## src/rtl/noc_pkg.sv

```systemverilog
// -----------------------------------------------------------------------------
// noc_pkg
// Shared definitions for the binary-tree NoC blocks.
//   PKT_W            packet width
//   ADDR_HI/ADDR_LO  position of the 4-bit destination address in a packet
//   pkt_t            packet type
//   arb_state_t      merge arbiter FSM states
// -----------------------------------------------------------------------------
package noc_pkg;

    localparam int PKT_W   = 9;
    localparam int ADDR_HI = 8;
    localparam int ADDR_LO = 5;

    typedef logic [PKT_W-1:0] pkt_t;

    typedef enum logic [1:0] {
        IDLE      = 2'd0,
        SEND_SEL  = 2'd1,
        SEND_DATA = 2'd2
    } arb_state_t;

endpackage

```

## src/rtl/rr_arb2.sv

```systemverilog
// -----------------------------------------------------------------------------
// rr_arb2
// Combinational two-way round-robin grant selection.
//   valid0, valid1  request from input 0 / input 1
//   last            index of the most recent winner
//   grant           index of the selected input
//   grant_valid     at least one request is present
// On a conflict the input that did not win last time is chosen.
// -----------------------------------------------------------------------------
module rr_arb2
    import noc_pkg::*;
(
    input  logic valid0,
    input  logic valid1,
    input  logic last,
    output logic grant,
    output logic grant_valid
);

    always_comb begin
        grant_valid = valid0 | valid1;
        if (valid0 && valid1) begin
            grant = ~last;
        end else begin
            grant = valid1;
        end
    end

endmodule

```

## src/rtl/noc_merge_arb2.sv

```systemverilog
// -----------------------------------------------------------------------------
// noc_merge_arb2
// Two-input round-robin merge for the upward path of the binary-tree NoC.
// Each accepted packet is announced on S (winning input index) and then sent
// on Out, so a downstream decoder sees select-then-data in lock-step.
//
// Ports:
//   CLK, _RESET            clock, asynchronous active-low reset
//   In0_*, In1_*           child channels (data/valid in, ready out)
//   S_data/S_valid/S_ready select token channel (index of the granted input)
//   Out_data/valid/ready   parent packet channel
//   cnt0, cnt1             saturating per-input grant counters
//   dbg_state              current FSM state
//
// Handshake: a channel transfers on a CLK posedge where valid && ready are
// both high. Valid and data are held until that transfer and valid never
// depends combinationally on ready. Input readies are combinational: high
// only in IDLE and only for the granted input.
// -----------------------------------------------------------------------------
module noc_merge_arb2
    import noc_pkg::*;
#(
    parameter int W  = PKT_W,
    parameter int CW = 8
) (
    input  logic          CLK,
    input  logic          _RESET,
    input  logic [W-1:0]  In0_data,
    input  logic          In0_valid,
    output logic          In0_ready,
    input  logic [W-1:0]  In1_data,
    input  logic          In1_valid,
    output logic          In1_ready,
    output logic          S_data,
    output logic          S_valid,
    input  logic          S_ready,
    output logic [W-1:0]  Out_data,
    output logic          Out_valid,
    input  logic          Out_ready,
    output logic [CW-1:0] cnt0,
    output logic [CW-1:0] cnt1,
    output arb_state_t    dbg_state
);

    localparam logic [CW-1:0] CNT_ONE = {{(CW-1){1'b0}}, 1'b1};
    localparam logic [CW-1:0] CNT_MAX = {CW{1'b1}};

    arb_state_t   state;
    logic         last;
    logic         sel;
    logic [W-1:0] pkt_buf;

    logic grant;
    logic grant_valid;
    logic in_xfer;

    rr_arb2 u_rr_arb2 (
        .valid0      (In0_valid),
        .valid1      (In1_valid),
        .last        (last),
        .grant       (grant),
        .grant_valid (grant_valid)
    );

    assign In0_ready = (state == IDLE) && grant_valid && !grant;
    assign In1_ready = (state == IDLE) && grant_valid &&  grant;
    assign in_xfer   = (In0_valid && In0_ready) || (In1_valid && In1_ready);

    // Outputs come straight from registers: the state register decodes the
    // valids and sel/pkt_buf hold the data, so nothing depends on a ready.
    assign S_valid   = (state == SEND_SEL);
    assign S_data    = sel;
    assign Out_valid = (state == SEND_DATA);
    assign Out_data  = pkt_buf;
    assign dbg_state = state;

    always_ff @(posedge CLK or negedge _RESET) begin
        if (!_RESET) begin
            state   <= IDLE;
            last    <= 1'b1;   // makes In0 win the first conflict
            sel     <= 1'b0;
            pkt_buf <= '0;
            cnt0    <= '0;
            cnt1    <= '0;
        end else begin
            case (state)
                IDLE: begin
                    if (in_xfer) begin
                        pkt_buf <= grant ? In1_data : In0_data;
                        sel     <= grant;
                        last    <= grant;
                        if (!grant && (cnt0 != CNT_MAX)) begin
                            cnt0 <= cnt0 + CNT_ONE;
                        end
                        if (grant && (cnt1 != CNT_MAX)) begin
                            cnt1 <= cnt1 + CNT_ONE;
                        end
                        state <= SEND_SEL;
                    end
                end
                SEND_SEL: begin
                    if (S_ready) begin
                        state <= SEND_DATA;
                    end
                end
                SEND_DATA: begin
                    if (Out_ready) begin
                        state <= IDLE;
                    end
                end
                default: begin
                    state <= IDLE;
                end
            endcase
        end
    end

endmodule
```

## config.mk

```make
export PLATFORM = sky130hd
export DESIGN_NAME = noc_merge_arb2
export DESIGN_NICKNAME = d
export VERILOG_FILES = /design/src/rtl/noc_pkg.sv /design/src/rtl/rr_arb2.sv /design/src/rtl/noc_merge_arb2.sv
export SDC_FILE = /design/constraint.sdc
export NUM_CORES = 1
export LEC_CHECK = 0
export ABC_CLOCK_PERIOD_IN_PS = 3800
export BUFFER_PORTS_ARGS = -buffer_cell sky130_fd_sc_hd__buf_2
export CAP_MARGIN = 20
export CORE_MARGIN = 4
export CORE_UTILIZATION = 51
export DETAILED_ROUTE_END_ITERATION = 8
export PLACE_DENSITY = 0.93
export SYNTH_ARGS = -nofsm -noshare
export SYNTH_HDL_FRONTEND = slang
export SYNTH_HIERARCHICAL = 1
export SYNTH_SLANG_ARGS = --single-unit
```

## constraint.sdc

```tcl
create_clock -name CLK -period 3.8 [get_ports CLK]
set_input_delay 0.19 -clock CLK [delete_from_list [all_inputs] [get_ports CLK]]
set_output_delay 0.19 -clock CLK [all_outputs]
set_load 0.02 [all_outputs]
```

==> results.cfg, run 1 <==
[clock_tree]
htreeDepth = 2
clock_sink_count = 29
cts_buffer_depth = 2
clk_transition_reported_paths_ns = 0.09
clkLatencyLatePin_ns = 0.33
cts_buffers = 5
clk_root_buffer_cell = sky130_fd_sc_hd__clkbuf_4
tritoncts = done

[final_layout]
post_route_cells_drive_above_1_share_pct = 37.24
syn_to_layout_area_delta_pct = 27.36
layout.cells.most_common = sky130_fd_sc_hd__buf_2
layout.cells.most_common_list = sky130_fd_sc_hd__buf_2, sky130_fd_sc_hd__dfrtp_1, sky130_fd_sc_hd__nor2_1, sky130_fd_sc_hd__a21oi_1, sky130_fd_sc_hd__mux2i_1
layout.cells.non_filler = 226
num-nets-final = 221
antenna_cells_inserted = 0
fillCellCount = 197

[logic_synthesis]
synth_edf_count = 0
postSynthNetCount = 160
post_syn_instances = 134
synth.lib_cells_used.distinct = 36
ys_dominant_reg_cell = sky130_fd_sc_hd__dfrtp_1
mappedNetlistArea_um2 = 1390
ys_async_sr_fraction_pct = 100.0
yosysWarnings = 6
ys_seq_area_share_pct = 52.30
post_synth.cell_area_avg_um2 = 10.37
synth-seq-cells = 29

[setup_path]
worst_path_max_delay_cell = sky130_fd_sc_hd__dfstp_2
crit_path_end_kind = register
critPathRequiredTime_ns = 4.02
regToRegSetupSlack_ns = 1.83
worstReg2RegStart = last$_DFFE_PN1P_
crit_arrival_ns = 2.19
criticalPathCategory = register to register
slowest_delay_ns = 0.54
cp_max_fo = 13
critical_path.startpoint = last$_DFFE_PN1P_
critical-path-top-delay-family = simple AND/OR/NAND/NOR gates
cp.buffers_inverters = 1
worst_setup_path_start_kind = register
crit_path_cell_trace = a21boi_1, buf_4, nand2b_1, nor3_1, nand4_1, xnor2_1

[routing]
routed_via_density = 5.571
initialDrtViolationCount = 31
drc_errors = 0
num_vias = 1259
route.detailed.wl_per_inst_um = 14.51
drt_pre_antenna_iters = 4
finalWirelength_mm = 3.280
detail-route-antenna-nets = 0

[timing]
report.final.slew_viol_count = 0
hold_viol = 0
setup_total_negative_slack_ns = 0
fin_skew_ns = 0.007719
hold_slack_ns = 0.06662
maxSlewHeadroom_pct = 51.51
fmax_mhz = 508.9
setup_slack_ns = 1.835
timing.final.crit_share_pct = 51.72
grt_setup_unrepaired = no
worst-slew-pin-transition_ns = 0.7273
period_needed_ns = 1.965
setup_viol_count_final = 0

[floorplanning]
area_of_the_die_um2 = 3625
core_region_area_um2 = 2545
floorplan.rows = 18
initial_core_util_pct = 54.62
chipWidth_um = 60.21
die_h_um = 60.21
ios = 56

[placed_design]
hpwl_mm = 2.588
dp.cells = 217
io_buffer_count = 55
dp_worst_setup_slack_ns = 1.839
routabilityCongestion = 0.8138

[global_routing]
number_of_antenna_violations_at_the_first_check_in_global_routing = 0
groute.usage.overall_pct = 20.39
global_route.overflow_total = 0
grt_pass1_wl_mm = 5.278
grt_max_degree = 30
grt_pass1_vias = 1239

[power_and_ir_drop]
vdd.ir_drop.worst_uv = 620.7
cellLeakagePower_nw = 0.9040
power.density_cell_area_nw_per_um2 = 755.0
p_total_w = 0.001337

[min_path]
timing.hold.worst.class = input pin to register
hp-start = S_ready

[run_status]
outcome = finished, final reports clean

[run]
maxCapViolations = 0
## stage by stage
| step | instance area [um2] | util (%) |
|---|---|---|
| 2_1_floorplan | 1390 | - |
| 3_3_place_gp | 1690 | 66.42 |
| 3_5_place_dp | 1690 | 66.42 |
| 4_1_cts | 1770 | 69.57 |
| 5_1_grt | 1770 | 69.57 |
| 6_report | 1770 | 69.57 |
## cell type report
type / instances / area [um2] / share of cell area (%)
well taps: 30 / 37.54 / 2.120
repair buffers: 57 / 292.8 / 16.54
multi-input cells: 99 / 631.9 / 35.69
clock inverters: 1 / 5.005 / 0.2827
inverters: 3 / 11.26 / 0.6360
clock buffers: 7 / 65.06 / 3.675
flip-flops and latches: 29 / 726.9 / 41.06
## routing by layer
metal / GRT usage, % / part of all wire [%]
met1: 21.60 / 37
met5: 0 / 0
met4: 9.494 / 2.7
met3: 7.127 / 7.0
met2: 35.80 / 53
## worst register-to-register path: stages (launching register included)
cell and delay [ns]:
sky130_fd_sc_hd__dfstp_2 0.54, sky130_fd_sc_hd__a21boi_1 0.06, sky130_fd_sc_hd__buf_4 0.19, sky130_fd_sc_hd__nand2b_1 0.25
sky130_fd_sc_hd__nor3_1 0.48, sky130_fd_sc_hd__nand4_1 0.18, sky130_fd_sc_hd__xnor2_1 0.16
## power breakdown
| group | internal [W] | switching (W) | total [W] |
|---|---|---|---|
| clock network | 0.000107 | 0.000107 | 0.000214 |
| registers | 0.000429 | 0.000103 | 0.000533 |
| logic | 0.000221 | 0.000369 | 0.000590 |
| total | 0.000758 | 0.000579 | 0.00134 |
## state kept, by name, summed over array words and instances, names as in the netlist
register   cells
Out_data       9
cnt0           8
cnt1           8
dbg_state      2
S_data         1
last           1
## final timing paths
check,endpoint,cells after the start
worst max register to register,cnt0[5]$_DFFE_PN0P_,6
worst min register to register,S_data$_DFFE_PN0P_,1
min in group asynchronous,cnt0[3]$_DFFE_PN0P_,2
worst max-delay path,cnt0[5]$_DFFE_PN0P_,6
worst min-delay path,dbg_state[0]$_DFFE_PN0P_,2
max in group asynchronous,cnt1[1]$_DFFE_PN0P_,2
## repair_timing
action	4_1_cts	5_1_grt
setup buffers	0	0
hold endpoints to repair	28	0
gates resized for setup	0	0
hold buffers	1	0
## Yosys cell counts (all sizes together) (2+ instances only)
library cell / n / area (um2)
mux2: 3 / 33.78
ha: 2 / 25.02
buf: 3 / 20.01
a21o: 3 / 23.77
nand2: 8 / 30.03
nand3: 6 / 30.03
xnor2: 6 / 52.55
nor2: 17 / 66.32
nor3: 3 / 15.01
and3: 3 / 18.77
nand2b: 2 / 12.51
a21oi: 17 / 88.84
a31oi: 3 / 18.77
o21ai: 4 / 20.01
mux2i: 9 / 90.09
dfrtp: 28 / 700.7
inv: 3 / 11.26
and4: 2 / 17.52
## logic make-up after synthesis
family                     share of synthesized area [%]
AOI/OAI and AO/OA                                  12.69
DFF                                                52.30
buffers and inverters                              2.250
muxes                                              8.911
xor gates and xnor gates                           4.411
and+or+nand+nor                                    17.64
adders and majority gates                          1.800
Power figures use the tool's default switching activity.
==> run 2, diff against run 1 <==
ABC_AREA = 1   (was not set)
ABC_CLOCK_PERIOD_IN_PS = 1970   (was 3800)
CORE_UTILIZATION = 50   (was 51)
PLACE_DENSITY = 0.88   (was 0.93)
clock period = 1.97 ns   (was 3.8 ns; I/O delays follow)
==> run 2 against run 1 <==
Against the previous run:
- worst hold slack improved by 0.0085 ns
- synthesized area increased by 20%
- clock power up 71%
- global-route usage shrank 1.2 points
- via count increased by 28%
- register-to-register slack worse by 1.5 ns
- synthesized cell count grew 69%
- clock-buffer cell count rose by 1
- sequential cell count did not move
- critical endpoint is now cnt0[2]$_DFFE_PN0P_
==> results.cfg, run 2 <==
[timing]
setup_viol_count_final = 0
fin_skew_ns = 0.01463
period_needed_ns = 1.603
fmax_mhz = 623.9
hold_slack_ns = 0.07510
maxSlewHeadroom_pct = 58.28
worst-slew-pin-transition_ns = 0.6258
setup_total_negative_slack_ns = 0
timing.final.crit_share_pct = 81.36
setup_slack_ns = 0.3671
hold_viol = 0
report.final.slew_viol_count = 0
grt_setup_unrepaired = no

[run_status]
outcome = finished, final reports clean

[routing]
wl_met3_um = 299
m1WireLength_mm = 1.599
num_vias = 1607
initialDrtViolationCount = 46
drc_errors = 0
detail-route-antenna-nets = 0
route.detailed.wl_per_inst_um = 10.91
drt_pre_antenna_iters = 4
routed_via_density = 4.783
routed.top_layer = met4
met2WireLength_mm = 1.757
finalWirelength_mm = 3.665

[global_routing]
number_of_antenna_violations_at_the_first_check_in_global_routing = 0
groute.usage.overall_pct = 19.19
grt_max_degree = 30
global_route.overflow_total = 0
grt_pass1_vias = 1455
grt_pass1_wl_mm = 6.382

[clock_tree]
clkLatencyLatePin_ns = 0.32
htreeDepth = 2
cts_buffers = 5
tritoncts = done
post_cts_resize_count = 0
clock_sink_count = 29
clk_root_buffer_cell = sky130_fd_sc_hd__clkbuf_4
clk_transition_reported_paths_ns = 0.09
post_cts_hold_buffer_count = 4
cts_buffer_depth = 2
cts_setup_buffers = 0

[logic_synthesis]
ys_dominant_reg_cell = sky130_fd_sc_hd__dfrtp_1
synth-seq-cells = 29
yosys-top-cells-count = sky130_fd_sc_hd__nand2_1, sky130_fd_sc_hd__dfrtp_1, sky130_fd_sc_hd__nand3_1
ys_async_sr_fraction_pct = 100.0
ys_seq_area_share_pct = 43.75
post_syn_instances = 227
leading_cell_type_by_number_of_instances_after_synthesis = sky130_fd_sc_hd__nand2_1
postSynthNetCount = 253
synth.lib_cells_used.distinct = 25
yosysTopAreaCellShare_pct = 42.17
yosysWarnings = 6
synth_top_cell_by_area = sky130_fd_sc_hd__dfrtp_1
synth_edf_count = 0
mappedNetlistArea_um2 = 1662
synth.top_cells.by_area = sky130_fd_sc_hd__dfrtp_1, sky130_fd_sc_hd__nand2_1, sky130_fd_sc_hd__nand3_1
post_synth.cell_area_avg_um2 = 7.320

[setup_path]
crit_arrival_ns = 1.81
critPathMostFrequentCell = sky130_fd_sc_hd__nand2_1
critPathRequiredTime_ns = 2.18
cp_max_fo = 9
crit_path_cell_trace = ha_1, inv_1, nor2_1, a21oi_2, nand2_4, nand2_1, nand2_1
worst_path_max_delay_cell = sky130_fd_sc_hd__dfrtp_1
slowest_delay_ns = 0.44
reg2regPathDepth = 7
cp.buffers_inverters = 1
criticalPathCategory = register to register
critical-path-top-delay-family = flip-flops
worstSetupPathDepth = 7
crit_path_end_kind = register
worst_setup_path_start_kind = register

[min_path]
timing.hold.worst.class = input pin to register
whs_path_depth = 5

[power_and_ir_drop]
vdd.ir_drop.worst_uv = 726.6
p_total_w = 0.002501
power.density_cell_area_nw_per_um2 = 1205
cellLeakagePower_nw = 1.187

[final_layout]
post-route-util_pct = 66.36
antenna_cells_inserted = 0
fillCellCount = 286
layout.cells.most_common_list = sky130_fd_sc_hd__nand2_1, sky130_fd_sc_hd__buf_2, sky130_fd_sc_hd__dfrtp_1, sky130_fd_sc_hd__nand3_1, sky130_fd_sc_hd__inv_1
post_route_cells_drive_above_1_share_pct = 26.03
largest_reg_flops = 9
layout.cells.most_common = sky130_fd_sc_hd__nand2_1
multi_input_area_um2 = 844.6
area.sequential_um2 = 726.9
num-nets-final = 317
syn_to_layout_area_delta_pct = 24.92

[run]
maxCapViolations = 0

[placed_design]
io_buffer_count = 55
hpwl_mm = 2.758
routabilityCongestion = 0.7999
dp_worst_setup_slack_ns = 0.3752

[floorplanning]
area_of_the_die_um2 = 4309
die_h_um = 65.65
initial_core_util_pct = 53.12
ios = 56
core_region_area_um2 = 3128
floorplan.rows = 20
chipWidth_um = 65.65
-- run 2: cell count changes in the layout (fill, tap and decap cells not counted), sizes merged, moves of 9 or more --
cell   before  now
nand2       8  121
inv         3   16
mux2i       9    0
a21oi      17    2
nand3       6   23
-- run 2: where the power goes --
part / switching (W) / internal, W / leakage, nW / total [W]
logic: 0.000736 / 0.000389 / 0.777 / 0.00113
registers: 0.000211 / 0.000797 / 0.377 / 0.00101
clock network: 0.000191 / 0.000176 / 0.0326 / 0.000367
total: 0.00114 / 0.00136 / 1.19 / 0.00250
-- run 2: cell type report --
class                      instances  share of cell area, %
multi-input combinational        178                  40.69
clock buffer                       8                  2.833
sequential                        29                  35.02
timing repair buffer              61                  15.91
tap                               44                  2.652
inverter                          16                  2.893
-- run 2: layer usage --
| layer | GRT usage (%) | vias to the layer above |
|---|---|---|
| li1 | - | 835 |
| met1 | 23.68 | 713 |
| met2 | 31.79 | 57 |
| met3 | 5.299 | 2 |
| met4 | 6.995 | 0 |
| met5 | 0 | - |
-- run 2: final timing paths --
check	startpoint	endpoint	slack [ns]
worst max-delay path	cnt0[0]$_DFFE_PN0P_	cnt0[2]$_DFFE_PN0P_	0.37
worst max register to register	cnt0[0]$_DFFE_PN0P_	cnt0[2]$_DFFE_PN0P_	0.37
max in group asynchronous	_RESET	cnt1[6]$_DFFE_PN0P_	1.23
worst min-delay path	In0_data[7]	Out_data[7]$_DFFE_PN0P_	0.08
worst min register to register	Out_data[4]$_DFFE_PN0P_	Out_data[4]$_DFFE_PN0P_	0.48
min in group asynchronous	_RESET	cnt1[1]$_DFFE_PN0P_	0.32
-- run 2: tightest hold or removal path: cells and delay by family --
| family | cells | cell delay (ns) |
|---|---|---|
| buffers and inverters | 1 | 0.08 |
| and+or+nand+nor | 4 | 0.17 |
-- run 2: per-stage QoR --
stage          cell area, um2  instances
3_3_place_gp             1977        324
5_1_grt                  2076        336
2_1_floorplan            1662        227
4_1_cts                  2076        336
3_5_place_dp             1977        324
6_report                 2076        336
-- run 2: kinds of logic (layout without fill, tap and decap cells) --
| kind of cell | count (synthesis) | in the layout | share of synthesized area, % |
|---|---|---|---|
| buffers and inverters | 20 | 85 | 5.422 |
| DFF | 29 | 29 | 43.75 |
| adders and majority gates | 2 | 2 | 1.506 |
| AOI/OAI and AO/OA | 7 | 7 | 2.635 |
| xor gates and xnor gates | 6 | 6 | 3.163 |
| and+or+nand+nor | 163 | 163 | 43.52 |
